**src/rtl/weight_load_ctrl_pkg.sv**
```systemverilog
// weight_load_ctrl_pkg: shared sizes and state encoding for the weight-bank loader.
//   NUM_WEIGHTS : weights per load (bank depth)
//   DATA_W      : weight / stream byte width
//   ADDR_W      : bank address width, 2**ADDR_W >= NUM_WEIGHTS
//   state_t     : loader FSM states
package weight_load_ctrl_pkg;
    localparam int NUM_WEIGHTS = 30;
    localparam int DATA_W      = 8;
    localparam int ADDR_W      = 5;
    typedef enum logic [1:0] {
        IDLE  = 2'd0,
        LOAD  = 2'd1,
        CHECK = 2'd2,
        DONE  = 2'd3
    } state_t;
endpackage

```
**src/rtl/weight_load_ctrl_if.sv**
```systemverilog
// weight_load_ctrl_if: byte stream in and bank write strobes out of the loader.
//   in_valid/in_data/in_ready : valid/ready byte stream (weights, then checksum)
//   wr_data/wr_addr/wr_en     : bank dataIn/address/write
//   slave  : loader side
//   master : stream source and bank side
interface weight_load_ctrl_if;
    import weight_load_ctrl_pkg::*;
    logic              in_valid;
    logic [DATA_W-1:0] in_data;
    logic              in_ready;
    logic [DATA_W-1:0] wr_data;
    logic [ADDR_W-1:0] wr_addr;
    logic              wr_en;
    modport master (output in_valid, in_data, input in_ready, wr_data, wr_addr, wr_en);
    modport slave  (input in_valid, in_data, output in_ready, wr_data, wr_addr, wr_en);
endinterface

```
**src/rtl/weight_load_ctrl.sv**
```systemverilog
// weight_load_ctrl: loads the weight bank from a byte stream and verifies a trailing checksum.
//   clk, rst_n : clock, asynchronous active-low reset
//   start      : begins a load when idle
//   abort      : cancels a load in progress
//   bus        : byte stream in, bank write strobes out (slave modport)
//   busy       : load or checksum phase in progress
//   done       : one-cycle pulse when a load completes
//   error      : sticky checksum mismatch, cleared by the next start
module weight_load_ctrl
    import weight_load_ctrl_pkg::*;
(
    input  logic                clk,
    input  logic                rst_n,
    input  logic                start,
    input  logic                abort,
    weight_load_ctrl_if.slave   bus,
    output logic                busy,
    output logic                done,
    output logic                error
);
    state_t            state, state_nxt;
    logic [ADDR_W-1:0] count;
    logic [DATA_W-1:0] sum;
    logic              rdy;
    logic              take;
    // a byte arriving together with abort is dropped
    assign take = bus.in_valid & rdy & ~abort;
    assign bus.in_ready = rdy;
    always_comb begin
        state_nxt = state;
        rdy       = 1'b0;
        busy      = 1'b0;
        done      = 1'b0;
        case (state)
            IDLE: state_nxt = start ? LOAD : IDLE;
            LOAD: begin
                rdy       = 1'b1;
                busy      = 1'b1;
                state_nxt = abort ? IDLE
                          : (take && count == ADDR_W'(NUM_WEIGHTS - 1)) ? CHECK : LOAD;
            end
            CHECK: begin
                rdy       = 1'b1;
                busy      = 1'b1;
                state_nxt = abort ? IDLE : take ? DONE : CHECK;
            end
            default: begin
                done      = 1'b1;
                state_nxt = IDLE;
            end
        endcase
    end
    always_ff @(posedge clk or negedge rst_n) begin
        if (!rst_n)
            state <= IDLE;
        else
            state <= state_nxt;
    end
    // write strobes are registered: one cycle of latency from accept
    always_ff @(posedge clk or negedge rst_n) begin
        if (!rst_n) begin
            count       <= '0;
            sum         <= '0;
            error       <= 1'b0;
            bus.wr_en   <= 1'b0;
            bus.wr_data <= '0;
            bus.wr_addr <= '0;
        end else begin
            bus.wr_en <= take && state == LOAD;
            if (state == IDLE && start) begin
                count <= '0;
                sum   <= '0;
                error <= 1'b0;
            end
            if (take && state == LOAD) begin
                bus.wr_data <= bus.in_data;
                bus.wr_addr <= count;
                count       <= count + 1'b1;
                sum         <= sum + bus.in_data;
            end
            if (take && state == CHECK && bus.in_data != sum)
                error <= 1'b1;
        end
    end
endmodule

```
**src/flat_wrapper.sv**
```systemverilog
// flat-port wrapper written by rule: the top's interface ports become plain ports
module weight_load_ctrl_flat import weight_load_ctrl_pkg::*;
  (clk, rst_n, start, abort, busy, done, error, bus_in_valid, bus_in_data, bus_in_ready, bus_wr_data, bus_wr_addr, bus_wr_en);
  weight_load_ctrl_if bus_i ();
  input  logic clk;
  input  logic rst_n;
  input  logic start;
  input  logic abort;
  output logic busy;
  output logic done;
  output logic error;
  input wire logic [$bits(bus_i.in_valid)-1:0] bus_in_valid;
  input wire logic [$bits(bus_i.in_data)-1:0] bus_in_data;
  output wire logic [$bits(bus_i.in_ready)-1:0] bus_in_ready;
  output wire logic [$bits(bus_i.wr_data)-1:0] bus_wr_data;
  output wire logic [$bits(bus_i.wr_addr)-1:0] bus_wr_addr;
  output wire logic [$bits(bus_i.wr_en)-1:0] bus_wr_en;
  assign bus_i.in_valid = bus_in_valid;
  assign bus_i.in_data = bus_in_data;
  assign bus_in_ready = bus_i.in_ready;
  assign bus_wr_data = bus_i.wr_data;
  assign bus_wr_addr = bus_i.wr_addr;
  assign bus_wr_en = bus_i.wr_en;
  weight_load_ctrl u_core (.clk(clk), .rst_n(rst_n), .start(start), .abort(abort), .bus(bus_i), .busy(busy), .done(done), .error(error));
endmodule
```
**config.mk**
```make
export PLATFORM = sky130hd
export DESIGN_NAME = weight_load_ctrl_flat
export DESIGN_NICKNAME = d
export VERILOG_FILES = /design/src/rtl/weight_load_ctrl_pkg.sv /design/src/rtl/weight_load_ctrl_if.sv /design/src/rtl/weight_load_ctrl.sv /design/src/flat_wrapper.sv
export SDC_FILE = /design/constraint.sdc
export NUM_CORES = 1
export LEC_CHECK = 0
export CAP_MARGIN = 0
export CELL_PAD_IN_SITES_DETAIL_PLACEMENT = 1
export CELL_PAD_IN_SITES_GLOBAL_PLACEMENT = 1
export CORE_MARGIN = 2
export CORE_UTILIZATION = 42
export CTS_CLUSTER_DIAMETER = 120
export DETAILED_ROUTE_END_ITERATION = 8
export MAX_ROUTING_LAYER = met4
export PLACE_DENSITY = 0.82
export SYNTH_ARGS = -nofsm -noshare
export SYNTH_HDL_FRONTEND = slang
export SYNTH_SLANG_ARGS = --single-unit
```
**constraint.sdc**
```tcl
create_clock -name clk -period 4.9 [get_ports clk]
set_input_delay 1.225 -clock clk [delete_from_list [all_inputs] [get_ports clk]]
set_output_delay 1.225 -clock clk [all_outputs]
set_load 0.03 [all_outputs]
```
Word level (Yosys, flattened, before mapping)
Index checks and enable logic that the tools add are counted.
Operators by class
  reductions and logical operators: 10
  $lt $le $gt $ge: 0
  multiply operators: 0
  mux-type cells: 14
  div/mod/pow operators: 0
  add/sub/neg operators: 2
  bitwise operators: 3
  equality and inequality tests: 4
  shifts and indexed selects: 0
Operators by type and width (count)
  8-bit two-way mux: 2
  5-bit two-way mux: 2
  8-bit adder: 1
  8-bit != test: 1
  1-bit two-way mux: 6
  2-bit two-way mux: 3
  2-bit case mux with 3 select lines: 1
  5-bit by 1-bit adder with 5-bit output, second input constant: 1
  5-bit equality test, second input constant: 1
  1-bit logical AND: 5
  2-bit nonzero test: 2
  3-bit OR reduction: 1
  1-bit AND: 2
  2-bit by 1-bit equality test with 1-bit output, second input constant: 1
  2-bit equality test, second input constant: 1
  2-bit logical NOT: 1
  2-bit OR reduction: 1
  1-bit inverter: 1
Word-level totals
  word-level logic and storage cells: 40
  latch bits: 0
  ROM bits: 0
  memories kept: 0
  output and inout port bits: 18
  input port bits: 13
  register bits after elaboration: 30
  memory bits (writable): 0

Logic depth before layout (Yosys ltp)
  word-level depth: 9
  depth in mapped cells: 9
  mapped depth without buffers: 7

Least setup slack after synthesis
Ideal clock, no wire load.
  path type: in2reg
  from: input port bus_in_data[4]
  to: register u_core.sum[7]
  data arrival time: 2.580 ns
  setup slack: 2.256 ns
  data required time: 4.835 ns
  path buffers: 0
  cell stages on the path: 6
  cell sequence: ha_1 -> a21oi_2 -> o21bai_2 -> or4_4 -> o211ai_2 -> o22a_1
On the way
  longest elaborated chain between the ends: 2
Ends and longest elaborated chain
  from (decl): RTL line flat_wrapper.sv:13  | input wire logic [$bits(bus_i.in_data)-1:0] bus_in_data;
  8-bit adder: RTL line weight_load_ctrl.sv:79  | sum <= sum + bus.in_data;
  8-bit two-way mux: RTL line weight_load_ctrl.sv:75  | if (take && state == LOAD) begin
  to (signal assigned): RTL line weight_load_ctrl.sv:79
  to (decl): RTL line weight_load_ctrl.sv:23  | logic [DATA_W-1:0] sum;
Every way passes these cells.
A chain may end at the register's enable or synchronous reset.

Worst setup path in the final report
  from: input port bus_in_data[1]
  to: register u_core.sum[7]
Same word-level chain as after synthesis.

==> results_dict.tcl <==
set metrics [dict create \
    yosysTopAreaCell "dfrtp_1" \
    clock_path_buffers 2 \
    row_count 22 \
    setup_slack_ns 1.82 \
    drtIter0Drc 100 \
    n_antenna_cell 0 \
    yosysSeqAreaShare_pct 45.4 \
    synth_area_per_cell_sq_um 8.90 \
    synth_area_leaders "dfrtp_1, nand2_1, ha_1" \
    clkLatencyLatePin_ns 0.29 \
    crit_required_ns 5.13 \
    setup-violations-final 0 \
    die_area_sq_um 4460 \
    finalWirelength_mm 4.55 \
    fmax_ghz 0.325 \
    synth_edf_count 0 \
    maxCapViolCount 0 \
    dieHeight_microns 66.8 \
    grt_antenna_before_repair 0 \
    yosys-top-cells-count "nand2_1, dfrtp_1, o21ai_0, ha_1, nand3_1" \
    grt_pass1_vias 1636 \
    cts_resized 0 \
    crit_type "primary input to register" \
    cts_tree "done" \
    status "finished clean" \
    drcViolationCount 0 \
    startpoint_type "primary input" \
    dr.pass1.iters 4 \
    grt_pass1_wl_mm 7.70 \
    worstSetupEndpointType "register" \
    grt_max_degree 31 \
    ys.flop_type "dfrtp_1" \
    synth_seq_cells 30 \
    core-area_sq_um 3720 \
    synth_cell_types 35 \
    cts_root_buf "clkbuf_8" \
    peakVddDrop_mv 0.157 \
    area_delta_synth_final_pct 25.4 \
    vias 1523 \
    netlist.area_leader.share_pct 45.4 \
    postSynthCellCount 186 \
    power_leakage_uw 0.000968 \
    drv_slew 0 \
    relSlewSlack_pct 63.4 \
    drive_gt1_share_pct 6.94 \
    path_clk_slew_ns 0.07 \
    min_period_ns 3.08 \
    fin_hold_ws_ns 0.472 \
    p_per_area_nw_per_um2 387 \
    holdBufCountCts 0 \
    grt.overflow.total 0 \
    synth_area_sq_um 1660 \
    vias_per_cell 5.77 \
    final_nets 242 \
    hold_viol_final 0 \
    fillCellCount 449 \
    fin_crit_sh_pct 62.8 \
    multi_input_area_sq_um 828 \
    io_pins 31 \
    r2r_setup_slack_ns 2.47 \
    post_drt_wl_per_cell_microns 17.2 \
    grtUsageTotal_pct 24.3 \
    drtAntennaViolNets 0 \
    numCtsBuffers 5 \
    syn_nets 213 \
    clock-sinks 30 \
    p_total_uw 803 \
    start_util_pct 44.5 \
    io_buffers 30 \
    htreeDepth 2 \
    synthArstFlopShare_pct 100 \
    worst_pin_slew_ns 0.547 \
    place.gp.congestion 0.857 \
    rsz0062_at_grt "no" \
    synth_warnings 0 \
    min_path_type "register to register" \
    fin_tns_setup_ns 0 \
    cp_max_fo 4 \
    cts_setup_buffers 0 \
    dpl_worst_slack_ns 1.57 \
    worstPathArrival_ns 3.31 \
    skew_ns 0.00914 \
    die_x_microns 66.8 \
    dp_hpwl_mm 3.33 \
    synth_most_common_cell "nand2_1" \
    regArea_sq_um 751 \
]
registers in the layout (all words and copies together), names as in the netlist:
register	cells
u_core.error	1
u_core.bus.wr_data	8
u_core.count	5
u_core.state	2
u_core.bus.wr_addr	5
u_core.bus.wr_en	1
u_core.sum	8
layout by cell type (no fill, tap or decap), types with 2 or more instances in the layout:
master and instances:
a31oi_1 4, xnor2_1 4, nand3_1 11, inv_1 7, o21ai_0 20, a21o_1 2
dfrtp_1 30, clkdlybuf4s50_1 30, o21ai_1 2, nor3_1 4, clkbuf_8 6, nor2_1 4
buf_4 2, a21oi_1 7, ha_1 13, nand4_1 5, nand2_1 47
critical path, cell delays in order:
cell,delay [ns]
clkdlybuf4s50_1,0.49
ha_1,0.38
a211oi_2,0.30
nor3_1,0.16
or4_4,0.43
o211ai_2,0.17
o22a_1,0.16
power by group:
part | leakage, uW | switching, uW | internal, uW | total, uW
combinational | 0.000519 | 166 | 112 | 279
sequential | 0.000402 | 29.3 | 289 | 318
clock | 0.0000482 | 93.2 | 113 | 206
metal layers:
| metal | GRT usage (%) | wire length, microns |
|---|---|---|
| met5 | - | 0 |
| met4 | 12.2 | 144 |
| met3 | 4.22 | 190 |
| met2 | 40.9 | 2270 |
| met1 | 27.8 | 1940 |
kinds of logic (layout without fill, tap and decap cells):
kind of cell,Yosys count,count (layout),synth area share (%)
and+or+nand+nor,76,76,20.4
xor gates and xnor gates,5,5,2.65
DFF,30,30,45.4
buffers and inverters,18,48,4.61
AOI/OAI and AO/OA,43,43,15.9
adders and majority gates,14,14,11.0
path summary, 6_finish.rpt:
| check | from | to | cells after the start |
|---|---|---|---|
| worst max-delay path | bus_in_data[1] | u_core.sum[7] | 7 |
| worst min-delay path | u_core.error | u_core.error | 2 |
| worst max register to register | u_core.state[1] | u_core.count[2] | 7 |
| worst min register to register | u_core.error | u_core.error | 2 |
| max in group asynchronous | rst_n | u_core.sum[1] | 2 |
| min in group asynchronous | rst_n | u_core.bus.wr_data[2] | 2 |
metrics by stage:
stage          area, sq um  instances  utilization (%)
5_1_grt               2080        264             55.9
6_report              2080        264             55.9
3_5_place_dp          1980        256             53.4
2_1_floorplan         1660        186                -
3_3_place_gp          1980        256             53.4
4_1_cts               2080        264             55.9
cell type report:
class                   instances  share of cell area [%]
well taps                      48                    2.89
inverters                       8                    1.45
repair buffers                 32                    15.2
multi-input cells             138                    39.9
clock inverters                 1                   0.241
clock buffers                   7                    4.16
flip-flops and latches         30                    36.2
No activity file was read; power rests on OpenSTA's default activity.
